## src/rtl/mul_div_unit.sv

```systemverilog
// Iterative 32-bit multiply/divide unit for the HI/LO write path.
// Multiplies with shift-add (LSB first); divides with restoring shift-subtract (MSB first).
//
// state   | meaning
// --------+-------------------------------------------------------------
// IDLE    | waiting for start
// RUN     | one multiply/divide iteration per clock, 32 in total
// FIX     | apply result/remainder signs, write lo/hi (or divide-by-zero result)
// DONE    | done pulse; a new start is accepted here as well
module mul_div_unit #(
   parameter int WIDTH = 32,
   parameter int CNT_W = 6
) (
   input  logic             clk,
   input  logic             reset,
   input  logic             start,
   input  logic [1:0]       op,
   input  logic [WIDTH-1:0] a,
   input  logic [WIDTH-1:0] b,
   output logic             busy,
   output logic             done,
   output logic [WIDTH-1:0] lo,
   output logic [WIDTH-1:0] hi,
   output logic             div_by_zero
);

   localparam logic [1:0] ST_IDLE = 2'd0;
   localparam logic [1:0] ST_RUN  = 2'd1;
   localparam logic [1:0] ST_FIX  = 2'd2;
   localparam logic [1:0] ST_DONE = 2'd3;

   logic [1:0]         state_q, state_d;
   logic [1:0]         op_q, op_d;
   logic [WIDTH-1:0]   mcand_q, mcand_d;
   logic [2*WIDTH-1:0] acc_q, acc_d;
   logic [CNT_W-1:0]   cnt_q, cnt_d;
   logic               res_neg_q, res_neg_d;
   logic               rem_neg_q, rem_neg_d;
   logic               dz_q, dz_d;
   logic [WIDTH-1:0]   lo_q, lo_d;
   logic [WIDTH-1:0]   hi_q, hi_d;
   logic               div_by_zero_q, div_by_zero_d;

   logic [WIDTH-1:0]   a_mag, b_mag;
   logic [WIDTH:0]     mul_sum;
   logic [WIDTH:0]     div_diff;
   logic [2*WIDTH-1:0] prod_fix;
   logic [WIDTH-1:0]   quo_fix, rem_fix;

   // op[0] clear selects the signed flavour of both MULT and DIV
   assign a_mag = (!op[0] && a[WIDTH-1]) ? ('0 - a) : a;
   assign b_mag = (!op[0] && b[WIDTH-1]) ? ('0 - b) : b;

   // acc = {partial product, remaining multiplier} or {partial remainder, dividend/quotient}
   assign mul_sum  = {1'b0, acc_q[2*WIDTH-1:WIDTH]} + (acc_q[0] ? {1'b0, mcand_q} : '0);
   assign div_diff = acc_q[2*WIDTH-1:WIDTH-1] - {1'b0, mcand_q};

   assign prod_fix = res_neg_q ? ('0 - acc_q) : acc_q;
   assign quo_fix  = res_neg_q ? ('0 - acc_q[WIDTH-1:0]) : acc_q[WIDTH-1:0];
   assign rem_fix  = rem_neg_q ? ('0 - acc_q[2*WIDTH-1:WIDTH]) : acc_q[2*WIDTH-1:WIDTH];

   always_comb begin
      state_d       = state_q;
      op_d          = op_q;
      mcand_d       = mcand_q;
      acc_d         = acc_q;
      cnt_d         = cnt_q;
      res_neg_d     = res_neg_q;
      rem_neg_d     = rem_neg_q;
      dz_d          = dz_q;
      lo_d          = lo_q;
      hi_d          = hi_q;
      div_by_zero_d = div_by_zero_q;

      case (state_q)
         ST_IDLE, ST_DONE: begin
            state_d = ST_IDLE;
            if (start) begin
               op_d          = op;
               res_neg_d     = !op[0] && (a[WIDTH-1] ^ b[WIDTH-1]);
               rem_neg_d     = !op[0] && a[WIDTH-1];
               cnt_d         = '0;
               div_by_zero_d = 1'b0;
               mcand_d       = op[1] ? b_mag : a_mag;
               if (op[1] && (b == '0)) begin
                  // Divide-by-zero result is staged in acc so FIX just copies it out
                  dz_d    = 1'b1;
                  acc_d   = {a, {WIDTH{1'b1}}};
                  state_d = ST_FIX;
               end else begin
                  dz_d    = 1'b0;
                  acc_d   = {{WIDTH{1'b0}}, (op[1] ? a_mag : b_mag)};
                  state_d = ST_RUN;
               end
            end
         end

         ST_RUN: begin
            if (op_q[1]) begin
               if (!div_diff[WIDTH])
                  acc_d = {div_diff[WIDTH-1:0], acc_q[WIDTH-2:0], 1'b1};
               else
                  acc_d = {acc_q[2*WIDTH-2:0], 1'b0};
            end else begin
               acc_d = {mul_sum, acc_q[WIDTH-1:1]};
            end
            cnt_d = cnt_q + 1'b1;
            if (cnt_q == CNT_W'(WIDTH - 1))
               state_d = ST_FIX;
         end

         ST_FIX: begin
            if (dz_q) begin
               lo_d = acc_q[WIDTH-1:0];
               hi_d = acc_q[2*WIDTH-1:WIDTH];
            end else if (op_q[1]) begin
               lo_d = quo_fix;
               hi_d = rem_fix;
            end else begin
               lo_d = prod_fix[WIDTH-1:0];
               hi_d = prod_fix[2*WIDTH-1:WIDTH];
            end
            div_by_zero_d = dz_q;
            state_d       = ST_DONE;
         end

         default: state_d = ST_IDLE;
      endcase
   end

   always_ff @(posedge clk or negedge reset) begin
      if (!reset) begin
         state_q       <= ST_IDLE;
         op_q          <= '0;
         mcand_q       <= '0;
         acc_q         <= '0;
         cnt_q         <= '0;
         res_neg_q     <= 1'b0;
         rem_neg_q     <= 1'b0;
         dz_q          <= 1'b0;
         lo_q          <= '0;
         hi_q          <= '0;
         div_by_zero_q <= 1'b0;
      end else begin
         state_q       <= state_d;
         op_q          <= op_d;
         mcand_q       <= mcand_d;
         acc_q         <= acc_d;
         cnt_q         <= cnt_d;
         res_neg_q     <= res_neg_d;
         rem_neg_q     <= rem_neg_d;
         dz_q          <= dz_d;
         lo_q          <= lo_d;
         hi_q          <= hi_d;
         div_by_zero_q <= div_by_zero_d;
      end
   end

   assign busy        = (state_q == ST_RUN) || (state_q == ST_FIX);
   assign done        = (state_q == ST_DONE);
   assign lo          = lo_q;
   assign hi          = hi_q;
   assign div_by_zero = div_by_zero_q;

endmodule

```

## config.mk

```make
export PLATFORM = sky130hd
export DESIGN_NAME = mul_div_unit
export DESIGN_NICKNAME = d
export VERILOG_FILES = /design/src/rtl/mul_div_unit.sv
export SDC_FILE = /design/constraint.sdc
export NUM_CORES = 1
export LEC_CHECK = 0
export CORE_ASPECT_RATIO = 1.4
export CORE_UTILIZATION = 31
export CTS_CLUSTER_SIZE = 16
export DETAILED_ROUTE_END_ITERATION = 8
export SETUP_SLACK_MARGIN = 0.05
export SLEW_MARGIN = 20
export SYNTH_ARGS = -nofsm -noshare
export SYNTH_HDL_FRONTEND = slang
export SYNTH_SLANG_ARGS = --single-unit
```

## constraint.sdc

```tcl
create_clock -name clk -period 7.6 [get_ports clk]
set_input_delay 1.9 -clock clk [delete_from_list [all_inputs] [get_ports clk]]
set_output_delay 1.9 -clock clk [all_outputs]
set_load 0.005 [all_outputs]
```

==> flow_summary.json, run 1 <==
{
  "outcome": "finished with violations",
  "violations": "DRC",
  "dr_wl_met3_um": 3407,
  "postCtsSetupBuffers": 0,
  "path_cells": "clkdlybuf4s50_1, nor4_1, nand4_1, or4_1, nor2_1, o211ai_1, and3_1, a31oi_1",
  "fmax_mhz": 179.1,
  "start_kind": "input pin",
  "overflow": 0,
  "first_iter_violations": 1571,
  "async_reset_ff_share_pct": 100.0,
  "area_growth_pct": 15.19,
  "synth_cell_types": 82,
  "top_layer": "met4",
  "worstSetupPathType": "in -> reg",
  "post_synth.cell_area_avg_sq_um": 7.491,
  "crit_fanout": 11,
  "ir_worst_vdd_mv": 0.2469,
  "p_clk_share_pct": 10.6,
  "start_util_pct": 31.52,
  "reg2reg_to": "acc_q[45]$_DFFE_PN0P_",
  "p_comb_share_pct": 67.8,
  "root_buffer": "clkbuf_16",
  "seq_area_sq_um": 4330,
  "die_h_um": 269.4,
  "grt_max_degree": 95,
  "coreArea_sq_um": 50250,
  "place_area_sq_um": 17600,
  "power_leakage_nw": 7.433,
  "syn_area_sq_um": 15840,
  "fin_area_sq_um": 18240,
  "slew_viol_final": 0,
  "netlist.area_leader.share_pct": 27.34,
  "rows": 97,
  "clk_latency_ps": 470,
  "yosys-top-cells-area": "dfrtp_1, a21oi_1, nor2_1, xnor2_1, ha_1",
  "yosysWarnings": 0,
  "grt_pass1_vias": 15490,
  "timing.final.crit_period_ps": 5582,
  "detail-route-antenna-nets": 0,
  "wirelength_um": 64010,
  "antenna_found_initial": 0,
  "portBuffers": 135,
  "pwr-share-seq_pct": 21.6,
  "critPathSlowestCell": "nor2_1",
  "slowest_delay_ps": 880,
  "min_from": "mcand_q[29]$_DFFE_PN0P_",
  "hold_viol": 0,
  "die_x_um": 193.0,
  "setup_viol": 0,
  "tns_ps": 0,
  "fill_cells": 5342,
  "grt_pass1_wl_um": 95630,
  "syn_nets": 2257,
  "cts_made_buffers": 17,
  "worstHoldPathCells": 2,
  "cts_max_level": 4,
  "gp_congestion": 0.9433,
  "r2r_setup_slack_ps": 2900,
  "fin_skew_ps": 18.75,
  "p_int_mw": 4.299,
  "rsz0062_at_grt": "false",
  "min_path_type": "reg -> reg",
  "n_antenna_cell": 0,
  "io_pins": 136,
  "cts_tree": "built",
  "num_vias": 16330,
  "dieArea_sq_um": 52000,
  "yosys_most_used_dff": "dfrtp_1",
  "vias_per_cell": 5.822,
  "cts_sinks": 173,
  "clk_pin_slew_ps": 80,
  "tightest_slew_ps": 1075,
  "min_to": "mcand_q[29]$_DFFE_PN0P_",
  "period_share_pct": 73.45,
  "slew_headroom_pct": 28.10,
  "worstReg2RegStart": "acc_q[46]$_DFFE_PN0P_",
  "wl_met1_um": 25960,
  "synth_edf_count": 0,
  "dp_hpwl_um": 49670,
  "dr.pass1.iters": 9,
  "wl_per_cell_um": 22.82,
  "cp.required_ps": 7990,
  "yosysTopAreaCell": "dfrtp_1",
  "drc": 10,
  "grt.total_usage_pct": 24.39,
  "multi_input_comb_area_sq_um": 10670,
  "drive_gt1_share_pct": 4.533,
  "cts.repair.resized": 0,
  "reg2reg_depth": 11,
  "synthCells": 2114,
  "ys_seq_area_share_pct": 27.34,
  "cts.path.max_buffers": 2,
  "layout.nets": 2292,
  "drv_cap": 0,
  "postCtsHoldBufs": 0,
  "p_sw_mw": 4.918,
  "wl_met2_um": 30120,
  "power.density_nw_per_um2": 505.3,
  "synth_seq_cells": 173,
  "worstPathArrival_ps": 5970,
  "switching_share_pct": 53.36,
  "end_kind": "flip-flop"
}
sequential cells by signal, indices dropped and copies added (netlist names):
| name | cells |
|---|---|
| hi | 32 |
| div_by_zero | 1 |
| state_q | 2 |
| op_q | 1 |
| mcand_q | 32 |
| dz_q | 1 |
| rem_neg_q | 1 |
| acc_q | 64 |
| lo | 32 |
| res_neg_q | 1 |
| cnt_q | 6 |
kinds of logic after synthesis:
kind of cell | count (synthesis) | synth area share (%)
compound gates | 721 | 27.68
buf+inv | 216 | 5.539
mux | 55 | 3.540
fa+ha+maj | 74 | 5.942
simple gates | 709 | 20.78
xor+xnor | 166 | 9.181
flops | 173 | 27.34
cells in the mapped netlist, types with 41 or more instances:
master	number
nand3_1	45
a21oi_1	278
dfrtp_1	173
xor2_1	61
inv_1	74
o21ai_0	172
a21o_1	41
mux2i_1	47
clkbuf_1	115
xnor2_1	105
nor3_1	50
nor2_1	269
ha_1	72
nand2_1	192
cell type report:
cell class / instances / share of cell area (%)
Clock buffer: 18 / 2.408
Multi-Input combinational cell: 1725 / 58.49
Sequential cell: 173 / 23.74
Clock inverter: 14 / 1.097
Timing Repair Buffer: 158 / 8.334
Tap cell: 643 / 4.410
Inverter: 74 / 1.523
worst max-delay path by stage:
stage               from                     to  slack, ps  depth (start not counted)
finish              b[3]  acc_q[35]$_DFFE_PN0P_       2020                          8
global route        b[3]  acc_q[35]$_DFFE_PN0P_       1910                          8
CTS                 b[3]  acc_q[35]$_DFFE_PN0P_       2160                          8
detailed placement  b[3]  acc_q[35]$_DFFE_PN0P_       1670                          8
global placement    b[3]  acc_q[35]$_DFFE_PN0P_       1860                          8
floorplan           a[6]  acc_q[29]$_DFFE_PN0P_       3210                         10
per-stage QoR:
step                      cells  utilization [%]  power [mW]  hold slack [ps]  setup WS (ps)
final                      2805            36.30       9.217            486.8           2018
after global routing       2805            36.30       9.841            515.9           1905
after CTS                  2805            36.30       9.149            488.2           2164
after detailed placement   2773            35.03       8.132            473.4           1675
after global placement     2773            35.03       8.073            468.0           1865
after floorplan            2114                -       5.990            449.8           3206
placed cells by master, fill, tap and decap left out, drive strengths merged, types with 41 or more instances in the layout:
master         synthesis  layout
a21o                  41      41
a21oi                278     278
clkdlybuf4s50          0     133
dfrtp                173     173
ha                    72      72
inv                   74      81
mux2i                 47      47
nand2                192     192
nand3                 45      45
nor2                 269     269
nor3                  50      50
o21ai                173     173
xnor2                105     105
xor2                  61      61
power by group through the flow:
stage                     combinational, mW  sequential (mW)  clock (mW)
after floorplan                        4.31             1.67           0
after global routing                   6.79             2.03        1.02
final                                  6.25             1.99       0.980
after detailed placement               6.14             1.99           0
after CTS                              6.18             1.97       0.994
after global placement                 6.10             1.97           0
critical path: cells and delay by family:
kind | cells | cell delay [ps]
AO/OA/AOI/OAI | 2 | 380
buffers and inverters | 1 | 480
AND/OR/NAND/NOR | 5 | 3210
metal layers:
| metal | vias to the layer above | track usage, % |
|---|---|---|
| li1 | 7674 | - |
| met1 | 7853 | 30.07 |
| met2 | 651 | 39.83 |
| met3 | 152 | 2.681 |
| met4 | 0 | 15.81 |
| met5 | - | 0 |
Power figures use the tool's default switching activity.
==> run 2: changes to the inputs <==
Clock period 7.6 ns to 4.8 ns, I/O delays scaled along.
==> flow_summary.json, run 2 (synthesis gave the netlist of run 1 again) <==
{
  "overflow": 0,
  "root_buffer": "clkbuf_16",
  "crit_fanout": 8,
  "area_growth_pct": 17.85,
  "gp_congestion": 1.009,
  "fill_cells": 5333,
  "wl_per_cell_um": 23.05,
  "grt-busiest-layer": "met2",
  "critPathSlowestCell": "a41oi_1",
  "worst_slack_ps": 541.5,
  "dieArea_sq_um": 52000,
  "period_share_pct": 88.72,
  "slowest_delay_ps": 570,
  "grt_max_degree": 100,
  "power.density_nw_per_um2": 798.7,
  "portBuffers": 135,
  "hold_viol": 0,
  "cts_max_level": 4,
  "drv_cap": 0,
  "pre_cts_slack_ps": 275.9,
  "mostFrequentLayoutCell": "a21oi_1",
  "outcome": "finished with violations",
  "n_antenna_cell": 0,
  "tns_ps": 0,
  "slew_viol_final": 0,
  "clk_latency_ps": 470,
  "cts_tree": "built",
  "dr.pass1.iters": 9,
  "vias_per_cell": 5.780,
  "ir_worst_vdd_mv": 0.3595,
  "use_met3_pct": 3.163,
  "start_util_pct": 31.52,
  "num_vias": 16560,
  "die_x_um": 193.0,
  "violations": "DRC",
  "final_cells": 2865,
  "drc": 13,
  "cp_top_family": "compound AO/OA/AOI/OAI gates",
  "layout.nets": 2352,
  "drive_gt1_share_pct": 7.066,
  "timing.final.crit_period_ps": 4259,
  "grtUsageMet2_pct": 39.51,
  "wirelength_um": 66040,
  "path_cells": "inv_1, nor2_1, ha_1, a211oi_1, o21ai_0, a41oi_1, o21bai_1, a22o_1, o41ai_1, xnor2_1, a221oi_1, o32ai_1",
  "grt_pass1_wl_um": 98300,
  "grtUsageMet1_pct": 30.92,
  "dp_hpwl_um": 51940,
  "critPathBufInv": 1,
  "top_register": "acc_q",
  "worstSetupPathType": "reg -> reg",
  "cts_made_buffers": 17,
  "postCtsSetupBuffers": 0,
  "layout_common_cells": "a21oi_1, nor2_1, nand2_1, dfrtp_1, o21ai_0",
  "clk_pin_slew_ps": 80,
  "grt.total_usage_pct": 25.34,
  "tightest_slew_ps": 995.6,
  "detail-route-antenna-nets": 0,
  "multi_input_comb_area_sq_um": 10670,
  "dp_cells": 2833,
  "fmax_mhz": 234.8,
  "grt_pass1_vias": 15760,
  "largest_reg_flops": 64,
  "io_pins": 136,
  "power_leakage_nw": 7.722,
  "cts.path.max_buffers": 2,
  "min_path_type": "reg -> reg",
  "cp.required_ps": 5130,
  "start_kind": "flip-flop",
  "cts_sinks": 173,
  "setup_viol": 0,
  "end_kind": "flip-flop",
  "cts.repair.resized": 0,
  "seq_area_sq_um": 4330,
  "coreArea_sq_um": 50250,
  "worstPathArrival_ps": 4590,
  "antenna_found_initial": 0,
  "postCtsHoldBufs": 0,
  "slew_headroom_pct": 33.63,
  "rsz0062_at_grt": "false",
  "die_h_um": 269.4,
  "first_iter_violations": 1620,
  "holdWs_ps": 483.1,
  "fin_skew_ps": 12.83,
  "finalCoreUtilization_pct": 37.14,
  "rows": 97
}
==> run 2: changes by cell type in the layout (fill, tap and decap cells not counted) <==
cell	delta
bufinv_16	-2
clkinv_8	-1
clkbuf_1	+1
inv_8	-1
clkinv_2	+3
buf_4	+57
inv_6	+1
clkinvlp_4	-1
buf_12	+3
==> run 2: power by group <==
part | total (mW) | switching, mW | internal [mW] | leakage [nW]
clock network | 1.44 | 0.699 | 0.743 | 0.287
registers | 2.86 | 0.715 | 2.15 | 2.03
logic | 10.6 | 6.49 | 4.11 | 5.41
total | 14.9 | 7.90 | 7.00 | 7.72
==> run 2: routing by layer <==
| layer | vias up | part of all wire (%) | wire length [um] |
|---|---|---|---|
| met3 | 192 | 5.7 | 3783 |
| met4 | 0 | 9.0 | 5941 |
| li1 | 7786 | - | - |
| met1 | 7884 | 39 | 25950 |
| met2 | 699 | 46 | 30360 |
| met5 | - | 0 | 0 |
==> run 2: path summary, 6_finish.rpt <==
path                            slack (ps)  cells after the start                       to                    start
max in group asynchronous             2880                      2  mcand_q[15]$_DFFE_PN0P_                    reset
worst max-delay path                   540                     12    acc_q[58]$_DFFE_PN0P_     acc_q[0]$_DFFE_PN0P_
worst min register to register         480                      2  mcand_q[11]$_DFFE_PN0P_  mcand_q[11]$_DFFE_PN0P_
worst max register to register         540                     12    acc_q[58]$_DFFE_PN0P_     acc_q[0]$_DFFE_PN0P_
worst min-delay path                   480                      2  mcand_q[11]$_DFFE_PN0P_  mcand_q[11]$_DFFE_PN0P_
min in group asynchronous              840                      1       lo[13]$_DFFE_PN0P_                    reset
==> run 2: tightest hold or removal path, cell delays in order (launching register included) <==
cell and delay (ps):
dfrtp_1 340, nand2_1 40, o21ai_0 60
==> run 2: through the flow <==
| step | power [mW] | instance area, sq um |
|---|---|---|
| floorplan | 9.484 | 15840 |
| CTS | 14.80 | 18660 |
| finish | 14.90 | 18660 |
| global route | 15.96 | 18660 |
| detailed placement | 13.30 | 18090 |
| global placement | 13.22 | 18090 |
==> run 2: layout make-up <==
type | instances | area share [%]
inverter | 74 | 1.488
multi-input combinational | 1725 | 57.17
tap | 643 | 4.311
timing repair buffer | 218 | 10.76
sequential | 173 | 23.20
clock buffer | 19 | 2.373
clock inverter | 13 | 0.6906
